<file path="src/rtl/if_fetch_buf.sv">
// Instruction-fetch stage: owns the fetch PC, issues single-outstanding imem requests,
// and buffers returned {pc, ins} pairs in a small FIFO for the register-fetch stage.
module if_fetch_buf #(
    parameter logic [31:0] RESET_PC   = 32'h0000_0000,
    parameter int unsigned FIFO_DEPTH = 2,
    parameter logic [31:0] NOP_INS    = 32'h0000_0000
) (
    input  logic        clk,
    input  logic        rst_i,
    input  logic        pause,
    input  logic        redirect_i,
    input  logic [31:0] redirect_pc_i,
    output logic        imem_req_o,
    output logic [31:0] imem_addr_o,
    input  logic        imem_ack_i,
    input  logic [31:0] imem_data_i,
    output logic [31:0] ins_o,
    output logic [31:0] pc_o,
    output logic        ins_valid_o
);

    localparam int unsigned PTR_W = (FIFO_DEPTH > 1) ? $clog2(FIFO_DEPTH) : 1;
    localparam int unsigned CNT_W = $clog2(FIFO_DEPTH + 1);
    localparam logic [CNT_W-1:0] DEPTH_C  = CNT_W'(FIFO_DEPTH);
    localparam logic [PTR_W-1:0] LAST_PTR = PTR_W'(FIFO_DEPTH - 1);

    typedef enum logic [1:0] {
        IDLE = 2'd0,
        REQ  = 2'd1,
        DROP = 2'd2
    } state_t;

    state_t           state;
    logic [31:0]      fpc;
    logic [31:0]      drop_addr;
    logic [31:0]      last_pc;
    logic [31:0]      redirect_fpc;
    logic [31:0]      pc_mem  [FIFO_DEPTH];
    logic [31:0]      ins_mem [FIFO_DEPTH];
    logic [PTR_W-1:0] rd_ptr;
    logic [PTR_W-1:0] wr_ptr;
    logic [CNT_W-1:0] count;
    logic [CNT_W-1:0] count_nxt;
    logic             push;
    logic             pop;

    function automatic logic [PTR_W-1:0] ptr_inc(input logic [PTR_W-1:0] p);
        return (p == LAST_PTR) ? '0 : p + PTR_W'(1);
    endfunction

    // Redirect wins over push/pop; the slot for a push was reserved when the request issued.
    always_comb begin
        redirect_fpc = redirect_pc_i & ~32'h0000_0003;
        push         = (state == REQ) && imem_ack_i && !redirect_i;
        pop          = (count != '0) && !pause && !redirect_i;
        count_nxt    = count + CNT_W'(push) - CNT_W'(pop);
    end

    always_comb begin
        imem_req_o  = (state == REQ) || (state == DROP);
        imem_addr_o = (state == DROP) ? drop_addr : fpc;
        ins_valid_o = (count != '0);
        ins_o       = ins_valid_o ? ins_mem[rd_ptr] : NOP_INS;
        pc_o        = ins_valid_o ? pc_mem[rd_ptr] : last_pc;
    end

    // Fetch control: DROP keeps the squashed address on the bus until its ack is swallowed.
    always_ff @(posedge clk or negedge rst_i) begin
        if (!rst_i) begin
            state     <= IDLE;
            fpc       <= RESET_PC;
            drop_addr <= RESET_PC;
        end else begin
            if (redirect_i) begin
                fpc <= redirect_fpc;
            end
            case (state)
                IDLE: begin
                    if (!redirect_i && (count < DEPTH_C)) begin
                        state <= REQ;
                    end
                end
                REQ: begin
                    if (redirect_i) begin
                        if (imem_ack_i) begin
                            state <= IDLE;
                        end else begin
                            state     <= DROP;
                            drop_addr <= fpc;
                        end
                    end else if (imem_ack_i) begin
                        fpc   <= fpc + 32'd4;
                        state <= (count_nxt < DEPTH_C) ? REQ : IDLE;
                    end
                end
                DROP: begin
                    if (imem_ack_i) begin
                        state <= IDLE;
                    end
                end
                default: state <= IDLE;
            endcase
        end
    end

    always_ff @(posedge clk or negedge rst_i) begin
        if (!rst_i) begin
            rd_ptr  <= '0;
            wr_ptr  <= '0;
            count   <= '0;
            last_pc <= 32'h0000_0000;
        end else begin
            last_pc <= pc_o;
            if (redirect_i) begin
                rd_ptr <= '0;
                wr_ptr <= '0;
                count  <= '0;
            end else begin
                if (push) begin
                    wr_ptr <= ptr_inc(wr_ptr);
                end
                if (pop) begin
                    rd_ptr <= ptr_inc(rd_ptr);
                end
                count <= count_nxt;
            end
        end
    end

    always_ff @(posedge clk) begin
        if (push) begin
            pc_mem[wr_ptr]  <= fpc;
            ins_mem[wr_ptr] <= imem_data_i;
        end
    end

endmodule
</file>
<file path="config.mk">
export PLATFORM = sky130hd
export DESIGN_NAME = if_fetch_buf
export DESIGN_NICKNAME = d
export VERILOG_FILES = /design/src/rtl/if_fetch_buf.sv
export SDC_FILE = /design/constraint.sdc
export NUM_CORES = 1
export LEC_CHECK = 0
export CAP_MARGIN = 25
export CORE_MARGIN = 5
export CORE_UTILIZATION = 35
export DETAILED_ROUTE_END_ITERATION = 10
export GPL_TIMING_DRIVEN = 0
export PLACE_DENSITY_LB_ADDON = 0.12
export SKIP_CTS_REPAIR_TIMING = 1
export SLEW_MARGIN = 10
export SYNTH_ARGS = -nofsm -noshare
export SYNTH_HDL_FRONTEND = slang
export SYNTH_SLANG_ARGS = --single-unit
</file>
<file path="constraint.sdc">
create_clock -name clk -period 5.2 [get_ports clk]
set_input_delay 0.78 -clock clk [delete_from_list [all_inputs] [get_ports clk]]
set_output_delay 0.78 -clock clk [all_outputs]
set_load 0.05 [all_outputs]
</file>
# Yosys cells after proc, flatten, opt, wreduce, memory -nomap -nowiden
# Memory sizes are Yosys's and may differ from the RTL's.
# Cells that the tools add are included.
# op_classes
mux,23
eq_ne,5
reduce_logical,14
n_lt_le_gt_ge,2
bitwise_logic,1
addsub,5
# op_table
operator,n
32-bit two-way mux,7
32-bit by 3-bit adder with 32-bit output (second input constant),1
2-bit two-way mux,6
1-bit two-way mux,9
2-bit one-hot mux with 3 select lines,1
3-bit AND reduction,2
2-bit nonzero test,3
1-bit logical AND,5
2-bit less-than comparator (second input constant),2
2-bit != test (second input constant),2
3-bit != test (second input constant),1
1-bit adder (second input constant),2
2-bit by 1-bit adder with 2-bit output,1
2-bit by 1-bit == test with 1-bit output (second input constant),1
2-bit == test (second input constant),1
1-bit zero test,2
2-bit zero test,1
2-bit by 1-bit subtractor with 2-bit output,1
1-bit logical OR,1
1-bit inverter,1
# totals
mem_bits_rw,128
regBits,102
output_inout_bits,98
mem_count,2
# memory_table
memory,depth,word_bits,read_ports,rd_ports_with_merged_regs,wr,line,rtl
ins_mem,2,32,1,0,1,39,logic [31:0] ins_mem [FIFO_DEPTH];
pc_mem,2,32,1,0,1,38,logic [31:0] pc_mem [FIFO_DEPTH];

# Longest topological paths before layout
# depth
depth_word,10
depth_mapped,13
depth_no_buf,11

# Worst setup path after synthesis
# Ideal clock, no wire load.
# synth_timing
kind,input to register
startpoint,in redirect_i
endpoint,mem ins_mem[0][0] (enable)
path_slack_ns,0.601
setup_time_ns,0.486
n_path_buf,2
arrival_ns,4.113
cell_stages,5
path_cell_list,clkbuf_1 > inv_1 > clkbuf_1 > nand2_1 > nor2_1
# synth_via
elab_chain_cells,4
# synth_rtl
element,line,rtl
from (decl),11,"input logic redirect_i,"
1-bit zero test,54,push = (state == REQ) && imem_ack_i && !redirect_i;
1-bit logical AND,54,
1-bit two-way mux,131,if (push) begin
1-bit two-way mux (implied by the code),133,ins_mem[wr_ptr] <= imem_data_i;
to (decl),39,
# No other way between the ends.

# Worst setup path in the final report
# layout_timing
startpoint,reg count[1]
endpoint,out ins_o[28]
# layout_via
elab_chain_cells,2
# layout_rtl
element,line,rtl
from (decl),42,logic [CNT_W-1:0] count;
from (signal assigned),125,count <= count_nxt;
2-bit nonzero test,62,ins_valid_o = (count != '0);
32-bit two-way mux,63,ins_o = ins_valid_o ? ins_mem[rd_ptr] : NOP_INS;
to (decl),17,"output logic [31:0] ins_o,"
# No other way between the ends.

==> metrics.md <==
| Metric | Value |
|---|---|
| Area of the mapped netlist | 0.00954 mm² |
| DRT Pass-1 Iters | 4 |
| Ant. Diodes | 0 |
| DRC viols | 0 |
| Gr usage total | 0.149 |
| Largest family of logic cells by synthesized area | multiplexers |
| MaxCap Viol Count | 0 |
| First-pass GRT wire length | 36200 µm |
| Die Ht | 175 µm |
| Post-synthesis compound-gate area fraction | 0.0574 |
| Register area | 0.00640 mm² |
| Core Area | 0.0269 mm² |
| Crit end category | output pin |
| Clk Latency, worst-skew pair | 0.52 ns |
| Pwr Density | 544 mW/mm² |
| Net Count, Synth | 784 |
| Max Buffers Root-to-Sink | 3 |
| Predominant post-synthesis flop cell | edfxtp_1 |
| Post-synthesis simple-gate area fraction | 0.0962 |
| Rel. slew slack | 0.432 |
| Kind of critical path | register to output pin |
| Fill cells | 2485 |
| FP Rows | 60 |
| XOR/XNOR Fraction of Synth Area | 0.0129 |
| Worst-path clk slew | 0.05 ns |
| Crit start category | register |
| Total grt overflow | 0 |
| Non-filler cells in the finished layout | 1266 |
| # nets final | 980 |
| Clock root buffer | clkbuf_16 |
| Gate Count Post-Synth | 709 |
| Clock Skew | 0.0161 ns |
| CTS tree | built |
| Multi-input logic area | 0.00292 mm² |
| Power Total | 0.00681 W |
| Wirelength per Cell | 18.4 µm |
| RSZ-0062 raised after global routing | no |
| Share of cells above drive strength 1 | 0.124 |
| Clk sinks | 230 |
| Status | complete, no violations |
| Final RePlAce weighted congestion | 0.767 |
| Mux cell area share after synthesis | 0.131 |
| Largest net degree at the start of global routing | 66 |
| Post-synthesis sequential area ratio | 0.670 |
| Cell variety after synth | 39 |
| Worst EP arrival | 3.28 ns |
| Hpwl dp | 16200 µm |
| I/O Buffers | 163 |
| Syn. warnings | 0 |
| Peak VDD IR | 0.220 mV |
| Synth Area in Adders | 0.00787 |
| DR vias | 6138 |
| Async S/R FF share, synth | 0.443 |
| Number of global-route vias before repair | 6182 |
| Worst Setup SP | count[1] |
| Worst Hold Slack | 0.174 ns |
| Die area | 0.0307 mm² |
| Hold Crit Class | primary input to asynchronous set/reset pin |
| Ports | 167 |
| Number of enable flip-flop cells after synthesis | 128 |
| Sum of routed wire length over all layers | 23300 µm |
| Commonest non-fill, non-tap cell in the layout | clkdlybuf4s50_1 |
| Area Overhead vs Synth | 31.2% |
| Drt first-iter violations | 324 |
| Initial core utilization | 0.355 |
| RR Startpoint | count[1] |
| Final Max Slew Viols | 0 |
| CTS Buf Count | 26 |
| Crit-path max FO | 10 |
| WP data required | 4.42 ns |
| Leak | 4.55 nW |
| F_max | 246 MHz |
| Vias/cell | 4.85 |
| Final core utilization | 0.466 |
| Tightest Pin Transition | 0.853 ns |
| FF+latch count, synth | 230 |
| Final ANT Viol Nets | 0 |
| Most frequent cells in the layout | 162 x clkdlybuf4s50_1, 128 x edfxtp_1, 102 x dfrtp_1 |
| H-tree depth | 1 |
| Initial antenna violation count | 0 |
| Placed insts | 1218 |
| Final Hold Viols | 0 |
| Tcrit/Tclk final | 0.781 |
| Die X | 175 µm |
| Crit path time final | 4.06 ns |
| Setup TNS | 0 ns |
| Finish-stage setup viols | 0 |
| Mean Syn Cell Area | 13.5 µm² |
-- cells by family (layout without fill, tap and decap cells) --
family,count (synthesis),count (layout)
buffers and inverters,56,272
flip-flops,230,230
AND/OR/NAND/NOR,190,190
adder cells (fa/ha/maj),6,6
AO/OA/AOI/OAI,95,95
XOR/XNOR,14,14
multiplexers,118,118
-- report_power, final --
part	leakage (nW)	internal (W)	switching, W
clock network	0.379	0.000976	0.000703
logic	1.76	0.000894	0.00179
registers	2.40	0.00229	0.000154
total	4.55	0.00416	0.00265
-- area by class of cell --
| cell class | instances | area share |
|---|---|---|
| Buffer | 44 | 0.0152 |
| Clock buffer | 36 | 0.0583 |
| Clock inverter | 12 | 0.00490 |
| Inverter | 12 | 0.00360 |
| Multi-Input combinational cell | 423 | 0.233 |
| Sequential cell | 230 | 0.511 |
| Tap cell | 341 | 0.0341 |
| Timing Repair Buffer | 168 | 0.140 |
-- cell usage after synthesis (all sizes together), types with 7 or more instances --
master	instances	area, µm²
a31oi	14	87.6
buf	17	87.6
clkbuf	27	103
dfrtp	102	2550
edfxtp	128	3840
inv	12	45.0
mux2	52	586
mux2i	66	661
nand2	70	265
nand3	16	85.1
nand4	13	96.3
nor2	50	188
o21ai	61	305
o31ai	11	82.6
or4	12	90.1
xnor2	7	61.3
xor2	7	61.3
-- path summary, 6_finish.rpt --
kind | to | depth (start not counted) | slack [ns]
max in group asynchronous | drop_addr[24] | 2 | 4.36
hold reg to reg | pc_mem[0][20] | 0 | 0.46
hold / removal | drop_addr[8] | 1 | 0.17
min in group clk | pc_mem[0][20] | 0 | 0.46
setup reg to reg | state[0] | 11 | 2.18
setup / recovery | ins_o[28] | 6 | 1.14
-- critical path: stages, from the launching register on --
cell	delay, ns
dfrtp_1	0.41
nor2_1	0.47
buf_6	0.21
clkbuf_1	0.40
clkbuf_1	0.44
nor2_1	0.12
clkdlybuf4s50_1	0.72
-- stage by stage --
step	worst slack [ns]	cell area (µm²)
2_1_floorplan	0.601	9540
3_3_place_gp	-2.03	11600
3_5_place_dp	1.37	11700
4_1_cts	1.02	12500
5_1_grt	0.902	12500
6_report	1.14	12500
-- routing by layer --
metal  global-route usage  wire, µm  vias to the layer above
li1                     -         -                     3002
met1                0.216     11100                     2936
met2                0.233     10500                      170
met3               0.0292      1230                       30
met4               0.0376       444                        0
met5                    0         0                        -
-- state kept, by name, indices dropped and copies added (netlist names) --
register and cells:
last_pc 32, count 2, state 2, rd_ptr 1, ins_mem 64, pc_mem 64
fpc 32, wr_ptr 1, drop_addr 32
Power figures use the tool's default switching activity.
